## config.mk

```make
export PLATFORM = sky130hd
export DESIGN_NAME = ice51_uart_loader
export DESIGN_NICKNAME = d
export VERILOG_FILES = /design/src/rtl/ice51_pkg.sv /design/src/rtl/ice51_uart_rx.sv /design/src/rtl/ice51_uart_loader.sv
export SDC_FILE = /design/constraint.sdc
export NUM_CORES = 1
export LEC_CHECK = 0
export BUFFER_PORTS_ARGS = -buffer_cell sky130_fd_sc_hd__buf_2
export CAP_MARGIN = 20
export CORE_ASPECT_RATIO = 0.9
export CORE_MARGIN = 1.5
export CORE_UTILIZATION = 50
export CTS_CLUSTER_SIZE = 40
export DETAILED_ROUTE_END_ITERATION = 12
export GPL_TIMING_DRIVEN = 0
export PLACE_DENSITY = 0.71
export SLEW_MARGIN = 5
export SYNTH_ARGS = -nofsm -noshare
export SYNTH_HDL_FRONTEND = slang
export SYNTH_SLANG_ARGS = --single-unit
```

## constraint.sdc

```tcl
create_clock -name i_clk -period 5.4 [get_ports i_clk]
set_input_delay 1.62 -clock i_clk [delete_from_list [all_inputs] [get_ports i_clk]]
set_output_delay 1.62 -clock i_clk [all_outputs]
set_load 0.005 [all_outputs]
```

## src/rtl/ice51_pkg.sv

```systemverilog
// Shared types and constants for the ice51 UART boot loader.
// CHECK/ERR loader states exist only with ICE51_UART_LOADER_CHECKSUM_EN.
package ice51_pkg;

  localparam int unsigned DEF_CLK_HZ = 12000000;
  localparam int unsigned DEF_BAUD   = 115200;

  typedef enum logic [2:0] {
    RX_IDLE,
    RX_START,
    RX_DATA,
    RX_STOP,
    RX_WAIT
  } rx_state_e;

`ifdef ICE51_UART_LOADER_CHECKSUM_EN
  typedef enum logic [1:0] {
    LD_LOAD,
    LD_RUN,
    LD_CHECK,
    LD_ERR
  } ld_state_e;
`else
  typedef enum logic [0:0] {
    LD_LOAD,
    LD_RUN
  } ld_state_e;
`endif

  function automatic int unsigned clks_per_bit(
    input int unsigned clk_hz,
    input int unsigned baud
  );
    return clk_hz / baud;
  endfunction

endpackage

```

## src/rtl/ice51_uart_rx.sv

```systemverilog
// 8N1 UART receiver: 2-flop synchroniser, mid-bit sampling FSM,
// single-cycle byte_valid / frame_err strobes in the stop-sample cycle.
module ice51_uart_rx
  import ice51_pkg::*;
#(
  parameter int unsigned CLKS_PER_BIT = 104
) (
  input  logic       i_clk,
  input  logic       i_rst,
  input  logic       i_rx,
  output logic       o_valid,
  output logic [7:0] o_data,
  output logic       o_frame_err
);

  localparam int unsigned HALF = CLKS_PER_BIT / 2;
  localparam int CW = $clog2(CLKS_PER_BIT + 1);
  localparam logic [CW-1:0] BIT_END  = CW'(CLKS_PER_BIT - 1);
  localparam logic [CW-1:0] HALF_END = CW'(HALF - 1);

  logic            meta_q;
  logic            sync_q;
  logic            prev_q;
  rx_state_e       state_q, state_d;
  logic [CW-1:0]   cnt_q, cnt_d;
  logic [2:0]      bit_q, bit_d;
  logic [7:0]      shift_q, shift_d;

  // Line flops reset low so a line held low across reset is not an edge.
  always_ff @(posedge i_clk) begin
    if (i_rst) begin
      meta_q  <= 1'b0;
      sync_q  <= 1'b0;
      prev_q  <= 1'b0;
      state_q <= RX_IDLE;
      cnt_q   <= '0;
      bit_q   <= '0;
      shift_q <= '0;
    end else begin
      meta_q  <= i_rx;
      sync_q  <= meta_q;
      prev_q  <= sync_q;
      state_q <= state_d;
      cnt_q   <= cnt_d;
      bit_q   <= bit_d;
      shift_q <= shift_d;
    end
  end

  always_comb begin
    state_d     = state_q;
    cnt_d       = cnt_q;
    bit_d       = bit_q;
    shift_d     = shift_q;
    o_valid     = 1'b0;
    o_frame_err = 1'b0;
    unique case (state_q)
      RX_IDLE: begin
        if (prev_q && !sync_q) begin
          state_d = RX_START;
          cnt_d   = '0;
        end
      end
      RX_START: begin
        if (cnt_q == HALF_END) begin
          cnt_d   = '0;
          bit_d   = '0;
          state_d = sync_q ? RX_IDLE : RX_DATA;
        end else begin
          cnt_d = cnt_q + CW'(1);
        end
      end
      RX_DATA: begin
        if (cnt_q == BIT_END) begin
          cnt_d   = '0;
          shift_d = {sync_q, shift_q[7:1]};
          bit_d   = bit_q + 3'd1;
          if (bit_q == 3'd7) state_d = RX_STOP;
        end else begin
          cnt_d = cnt_q + CW'(1);
        end
      end
      RX_STOP: begin
        if (cnt_q == BIT_END) begin
          cnt_d = '0;
          if (sync_q) begin
            o_valid = 1'b1;
            state_d = RX_IDLE;
          end else begin
            o_frame_err = 1'b1;
            state_d     = RX_WAIT;
          end
        end else begin
          cnt_d = cnt_q + CW'(1);
        end
      end
      RX_WAIT: begin
        if (sync_q) state_d = RX_IDLE;
      end
      default: state_d = RX_IDLE;
    endcase
  end

  assign o_data = shift_q;

endmodule

```

## src/rtl/ice51_uart_loader.sv

```systemverilog
// UART boot loader: fills code memory with MEM_SIZE bytes, then runs the core.
// ICE51_UART_LOADER_CHECKSUM_EN adds a trailing mod-256 checksum byte.
module ice51_uart_loader
  import ice51_pkg::*;
#(
  parameter int unsigned CLK_HZ    = DEF_CLK_HZ,
  parameter int unsigned BAUD      = DEF_BAUD,
  parameter int unsigned MEM_SIZE  = 512,
  parameter int unsigned SKIP_LOAD = 0,
  localparam int ADDR_W = $clog2(MEM_SIZE)
) (
  input  logic              i_clk,
  input  logic              i_rst,
  input  logic              i_uart_rx,
  output logic              o_mem_we,
  output logic [ADDR_W-1:0] o_mem_addr,
  output logic [7:0]        o_mem_data,
  output logic              o_cpu_run,
  output logic              o_rx_valid,
  output logic [7:0]        o_rx_data,
  output logic              o_frame_err,
  output logic              o_load_err
);

  localparam int unsigned CPB = clks_per_bit(CLK_HZ, BAUD);
  localparam logic [ADDR_W-1:0] LAST = ADDR_W'(MEM_SIZE - 1);
  localparam ld_state_e RST_STATE = (SKIP_LOAD != 0) ? LD_RUN : LD_LOAD;
`ifdef ICE51_UART_LOADER_CHECKSUM_EN
  localparam ld_state_e DONE_STATE = LD_CHECK;
`else
  localparam ld_state_e DONE_STATE = LD_RUN;
`endif

  logic        byte_valid;
  logic [7:0]  byte_data;
  logic        byte_err;

  ice51_uart_rx #(
    .CLKS_PER_BIT(CPB)
  ) u_rx (
    .i_clk      (i_clk),
    .i_rst      (i_rst),
    .i_rx       (i_uart_rx),
    .o_valid    (byte_valid),
    .o_data     (byte_data),
    .o_frame_err(byte_err)
  );

  ld_state_e         state_q, state_d;
  logic [ADDR_W-1:0] addr_q, addr_d;
  logic              we_q, we_d;
  logic [7:0]        wdata_q, wdata_d;
  logic              rxv_q, rxv_d;
  logic [7:0]        rxd_q, rxd_d;
  logic              ferr_q, ferr_d;
`ifdef ICE51_UART_LOADER_CHECKSUM_EN
  logic [7:0]        sum_q, sum_d;
`endif

  always_ff @(posedge i_clk) begin
    if (i_rst) begin
      state_q <= RST_STATE;
      addr_q  <= '0;
      we_q    <= 1'b0;
      wdata_q <= '0;
      rxv_q   <= 1'b0;
      rxd_q   <= '0;
      ferr_q  <= 1'b0;
`ifdef ICE51_UART_LOADER_CHECKSUM_EN
      sum_q   <= '0;
`endif
    end else begin
      state_q <= state_d;
      addr_q  <= addr_d;
      we_q    <= we_d;
      wdata_q <= wdata_d;
      rxv_q   <= rxv_d;
      rxd_q   <= rxd_d;
      ferr_q  <= ferr_d;
`ifdef ICE51_UART_LOADER_CHECKSUM_EN
      sum_q   <= sum_d;
`endif
    end
  end

  // Address advances in the write cycle so o_mem_addr shows the
  // address being written; the last address holds instead of wrapping.
  always_comb begin
    state_d = state_q;
    addr_d  = addr_q;
    we_d    = 1'b0;
    wdata_d = wdata_q;
    rxv_d   = 1'b0;
    rxd_d   = rxd_q;
    ferr_d  = byte_err;
`ifdef ICE51_UART_LOADER_CHECKSUM_EN
    sum_d   = sum_q;
`endif
    unique case (state_q)
      LD_LOAD: begin
        if (byte_valid) begin
          we_d    = 1'b1;
          wdata_d = byte_data;
`ifdef ICE51_UART_LOADER_CHECKSUM_EN
          sum_d   = sum_q + byte_data;
`endif
        end
        if (we_q) begin
          if (addr_q == LAST) state_d = DONE_STATE;
          else addr_d = addr_q + ADDR_W'(1);
        end
      end
      LD_RUN: begin
        if (byte_valid) begin
          rxv_d = 1'b1;
          rxd_d = byte_data;
        end
      end
`ifdef ICE51_UART_LOADER_CHECKSUM_EN
      LD_CHECK: begin
        if (byte_valid) state_d = (byte_data == sum_q) ? LD_RUN : LD_ERR;
      end
      LD_ERR: begin
        state_d = LD_ERR;
      end
`endif
    endcase
  end

  assign o_mem_we    = we_q;
  assign o_mem_addr  = addr_q;
  assign o_mem_data  = wdata_q;
  assign o_cpu_run   = (state_q == LD_RUN);
  assign o_rx_valid  = rxv_q;
  assign o_rx_data   = rxd_q;
  assign o_frame_err = ferr_q;
`ifdef ICE51_UART_LOADER_CHECKSUM_EN
  assign o_load_err  = (state_q == LD_ERR);
`else
  assign o_load_err  = 1'b0;
`endif

endmodule

```

Word-level counts from Yosys, hierarchy flattened
Cells that the tools add are included.
- register bits: 53
- latch bits: 0
- memory bits (writable): 0
- memory bits (read-only): 0
- bits of input ports: 3
- output and inout bits: 30
- logic and storage cells: 75
- memories: 0
- add/sub/neg operators: 3
- multiply operators: 0
- divide/modulo/power cells: 0
- $lt $le $gt $ge: 0
- equal/unequal tests: 14
- shift-type cells: 0
- mux-type cells: 24
- bitwise gates (word level): 4
- reduce and logical (&&, ||, !) cells: 16
- operators with widths (operator ; number):
    3-bit two-way mux ; 9
    7-bit two-way mux ; 3
    7-bit one-hot mux with 3 select lines ; 1
    3-bit one-hot mux with 5 select lines ; 1
    2-bit by 1-bit != test with 1-bit output, second input constant ; 6
    9-bit by 1-bit adder with 9-bit output, second input constant ; 1
    9-bit equality test, second input constant ; 1
    1-bit two-way mux ; 8
    2-bit AND reduction ; 4
    7-bit by 1-bit adder with 7-bit output, second input constant ; 1
    7-bit by 6-bit equality test with 1-bit output, second input constant ; 1
    7-bit equality test, second input constant ; 1
    3-bit by 2-bit equality test with 1-bit output, second input constant ; 2
    3-bit equality test, second input constant ; 2
    3-bit one-hot mux with 2 select lines ; 1
    3-bit AND reduction ; 2
    6-bit AND reduction ; 1
    2-bit OR reduction ; 3
    1-bit NOT ; 4
    3-bit by 1-bit adder with 3-bit output, second input constant ; 1
    3-bit by 1-bit equality test with 1-bit output, second input constant ; 1
    3-bit zero test ; 1
    3-bit nonzero test ; 1
    3-bit OR reduction ; 1
    4 further kinds ; 4

Depth between registers and ports, before layout
- depth after elaboration: 4
- depth in mapped cells: 9
- mapped depth without buffers: 9

Hierarchy
Synthesis repeated with hierarchy kept, for this count alone.
- cells, all modules: 276
- area, all modules: 2263.4 sq um
- by module, submodules not included (module ; instances ; cells each ; area each (sq um) ; sequential area each (sq um)):
    ice51_uart_rx ; 1 ; 146 ; 1163.6 ; 480.5
    ice51_uart_loader ; 1 ; 130 ; 1099.8 ; 580.6

Least setup slack after synthesis
No wires, ideal clock.
- path type: in2reg
- from: input i_rst
- to: register u_rx.cnt_q[6]
- setup time: 0.119 ns
- data arrival time: 2.327 ns
- required time: 5.281 ns
- slack: 2.954 ns
- stages: 4
- buffers on the path: 2
- path through: clkbuf_1 clkbuf_1 nand3b_1 nand2_1
- RTL lines (item ; line ; source):
    start: declaration ; ice51_uart_loader.sv:13 ; input logic i_rst,
    end signal: assignment ; ice51_uart_rx.sv:44 ; cnt_q <= cnt_d;
    end: declaration ; ice51_uart_rx.sv:25 ; logic [CW-1:0] cnt_q, cnt_d;

Worst setup path in the final report
- from: register state_q (netlist: o_cpu_run)
- to: output o_cpu_run
- RTL lines (item ; line ; source):
    start: declaration ; ice51_uart_loader.sv:49 ; ld_state_e state_q, state_d;
    start signal: assignment ; ice51_uart_loader.sv:73 ; state_q <= state_d;
    end: declaration ; ice51_uart_loader.sv:18 ; output logic o_cpu_run,
No word-level cell between the ends.

==> flow_summary.toml <==
[floorplan]
die_w_um = 74.1
coreArea_sq_um = 4400
die_h_um = 67.0
start_util_pct = 51.6
dieArea_sq_um = 4960
io_pins = 33
num_rows = 23

[global_route]
grt_max_degree = 17
met2_usage_pct = 27.0
antenna_found_initial = 0
grt_pass1_wl_mm = 6.80
met3_usage_pct = 5.75
track_usage_pct = 18.3
grt_overflow = 0
met1_usage_pct = 24.6
grt-busiest-layer = "met2"
grt_pass1_vias = 1454

[final_layout]
diodes = 0
drive_above_1_share_pct = 20.3
syn_to_final_growth_pct = 13.8
finalNetCount = 279
design_area_sq_um = 2590
fillerInstances = 379

[detailed_routing]
vias_per_cell = 5.02
dr.first_iter.drc_count = 76
drc_errors = 0
detail_route.wl_per_cell_um = 12.5
routed_wl_mm = 4.17
ant_nets = 0
dr_total_vias = 1671
drt_first_pass_iters = 4

[critical_path]
cp_slowest_stage_delay_ns = 0.50
required_ns = 3.78
critPathArrivalTime_ns = 0.99
r2r-start = "o_mem_addr[0]"
crit_chain = "buf_2"
crit_buf_inv = 1
critical_path.top_delay_family = "flip-flops"
setup.worst_path.start_class = "flip-flop"
ff2ff_path_depth = 9
end_kind = "primary output"
r2r_end = "o_mem_addr[3]"
crit_type = "reg2out"
crit_slowest_cell = "dfxtp_1"
reg2reg_slack_ns = 3.31
worstPathMaxFanout = 7

[placed_design]
placed_area_sq_um = 2500
gp_congestion = 0.827
io_buffer_count = 30
hpwlAfterDp_mm = 2.91
pre_cts_ws_ns = 2.72

[yosys]
ys_top_cells_by_area = "dfxtp_1 47%, mux2i_1 13%, nor2_1 6.6%, ha_1 2.8%, nand2_1 2.5%"
synthArstFlopShare_pct = 0
ys.flop_type = "dfxtp_1"
syn_inst = 234
synth_top_area_share_pct = 46.7
syn-num-nets = 242
synth_edf_count = 0
syn_avg_cell_area_sq_um = 9.72
synth_cell_types = 49
syn_area_sq_um = 2270
yosys_register_bits = 53
synth_top_area_cell = "dfxtp_1"
yosys_warnings = 0
seq_area_frac_synth_pct = 46.7

[cts]
post_cts_resized = 0
cts.path.max_buffers = 2
cts_hold_buf = 0
cts_setup_buffers = 0
clk_latency_ns = 0.31
cts_made_buffers = 5
htreeDepth = 2
cts_tree = "yes"
clkSlewWorstSetupHoldPaths_ns = 0.09
root_buffer = "clkbuf_8"
clock_sinks = 53

[timing]
fin_tns_setup_ns = 0
fin_crit_ns = 2.61
post-route-period-util_pct = 48.4
fmax_ghz = 0.383
whs_ns = 0.456
rsz0062_at_grt = "false"
timing_worst_slew_pin_value_ns = 0.524
hold_viol_final = 0
setup_viol = 0
final.setup.worst_slack_ns = 2.79
slew_headroom_pct = 64.9
slew_violations = 0
fin_worst_skew_ns = 0.00576

[pwr]
power_density_nw_per_um2 = 242
combPwrFrac_pct = 2.2
irDropWorstVdd_uv = 133
power.leakage_uw = 0.00122
power.net_switching_uw = 140
clockPowerShare_pct = 35.1
switching_share_pct = 22.4
p_int_uw = 485
pwr-share-seq_pct = 62.7

[hold_path]
min_to = "u_rx.sync_q"
hp-start = "u_rx.meta_q"
min_path_type = "reg2reg"
worstHoldPathCells = 1

[job]
maxCapViolations = 0

[outcome]
status = "completed"
[registers in the layout (all words and copies together), names as in the netlist]
register and flops:
u_rx.state_q 3, u_rx.o_data 8, o_mem_we 1, o_mem_data 8, o_frame_err 1, o_rx_valid 1, o_rx_data 8, u_rx.cnt_q 7
u_rx.meta_q 1, o_mem_addr 9, u_rx.prev_q 1, u_rx.bit_q 3, o_cpu_run 1, u_rx.sync_q 1
[routing by layer]
| metal | wire, um | up-vias |
|---|---|---|
| met5 | 0 | - |
| met4 | 61 | 0 |
| met3 | 139 | 6 |
| met2 | 1840 | 22 |
| met1 | 2130 | 762 |
| li1 | - | 881 |
[metrics by stage]
stage                     instances  power, uW  util, %
final                           333        625     58.7
after global routing            333        650     58.7
after CTS                       333        634     58.7
after detailed placement        326        415     56.8
after global placement          326        415     56.8
after floorplan                 234        411        -
[cells in the mapped netlist, drive strengths merged, types with 2 or more instances]
cell     n
nor4b    2
nand3    8
clkbuf   9
or3      2
and2     5
and3     2
and4bb   2
xor2     6
nor4     2
nand2   18
nand4    3
or4      3
a21oi    9
a31oi    3
nor3     2
nand3b   3
ha       5
buf      3
nor3b    2
a211oi   2
mux2i   29
nand2b   2
nor2    40
and2b    2
o21ai    3
dfxtp   53
nor2b    3
[cell usage in the layout, fill, tap and decap left out, drive strengths merged, types with 2 or more instances in the layout]
master / Yosys / routed
a31oi: 3 / 3
and4bb: 2 / 2
dfxtp: 53 / 53
nor2: 40 / 40
nand3b: 3 / 3
clkbuf: 9 / 14
nand4: 3 / 3
nand2: 18 / 18
or3: 2 / 2
o21ai: 3 / 3
nor2b: 3 / 3
mux2i: 29 / 29
nor4b: 2 / 2
nor4: 2 / 2
a21oi: 9 / 9
ha: 5 / 5
and2: 5 / 5
or4: 3 / 3
nor3: 2 / 2
nor3b: 2 / 2
buf: 3 / 33
xor2: 6 / 6
and3: 2 / 2
nand2b: 2 / 2
nand3: 8 / 8
and2b: 2 / 2
a211oi: 2 / 2
[power by group through the flow]
| stage | clock network (uW) | registers [uW] | logic (uW) |
|---|---|---|---|
| finish | 219 | 392 | 13.9 |
| global placement | 0 | 401 | 14.0 |
| CTS | 228 | 392 | 14.1 |
| floorplan | 0 | 401 | 10.1 |
| global route | 243 | 392 | 15.5 |
| detailed placement | 0 | 401 | 14.0 |
[cell families after synthesis]
group                    Yosys count  share of synthesized area, %
AO/OA/AOI/OAI                     20                          6.00
XOR/XNOR                           7                          2.70
adder cells (fa/ha/maj)            5                          2.75
buffers and inverters             13                          3.08
flip-flops                        53                          46.7
multiplexers                      29                          12.8
other                              1                         0.165
AND/OR/NAND/NOR                  106                          25.9
[area by class of cell]
cell class	instances	area, sq um	share of cell area [%]
multi-input combinational	168	1140	44.2
tap	62	77.6	3.00
clock buffer	5	68.8	2.66
timing repair buffer	30	150	5.81
inverter	1	3.75	0.145
clock inverter	2	16.3	0.629
sequential	53	1060	41.0
buffer	12	66.3	2.56
[worst max path at each step]
stage	startpoint	endpoint	slack (ns)	cells past startpoint
6_report	o_cpu_run	o_cpu_run	2.79	1
5_1_grt	o_cpu_run	o_cpu_run	2.72	1
4_1_cts	o_cpu_run	o_cpu_run	2.77	1
3_5_place_dp	i_rst	u_rx.cnt_q[6]	2.72	4
3_3_place_gp	i_rst	u_rx.cnt_q[6]	2.71	4
2_1_floorplan	i_rst	u_rx.cnt_q[6]	2.95	4
Power figures use the tool's default switching activity.
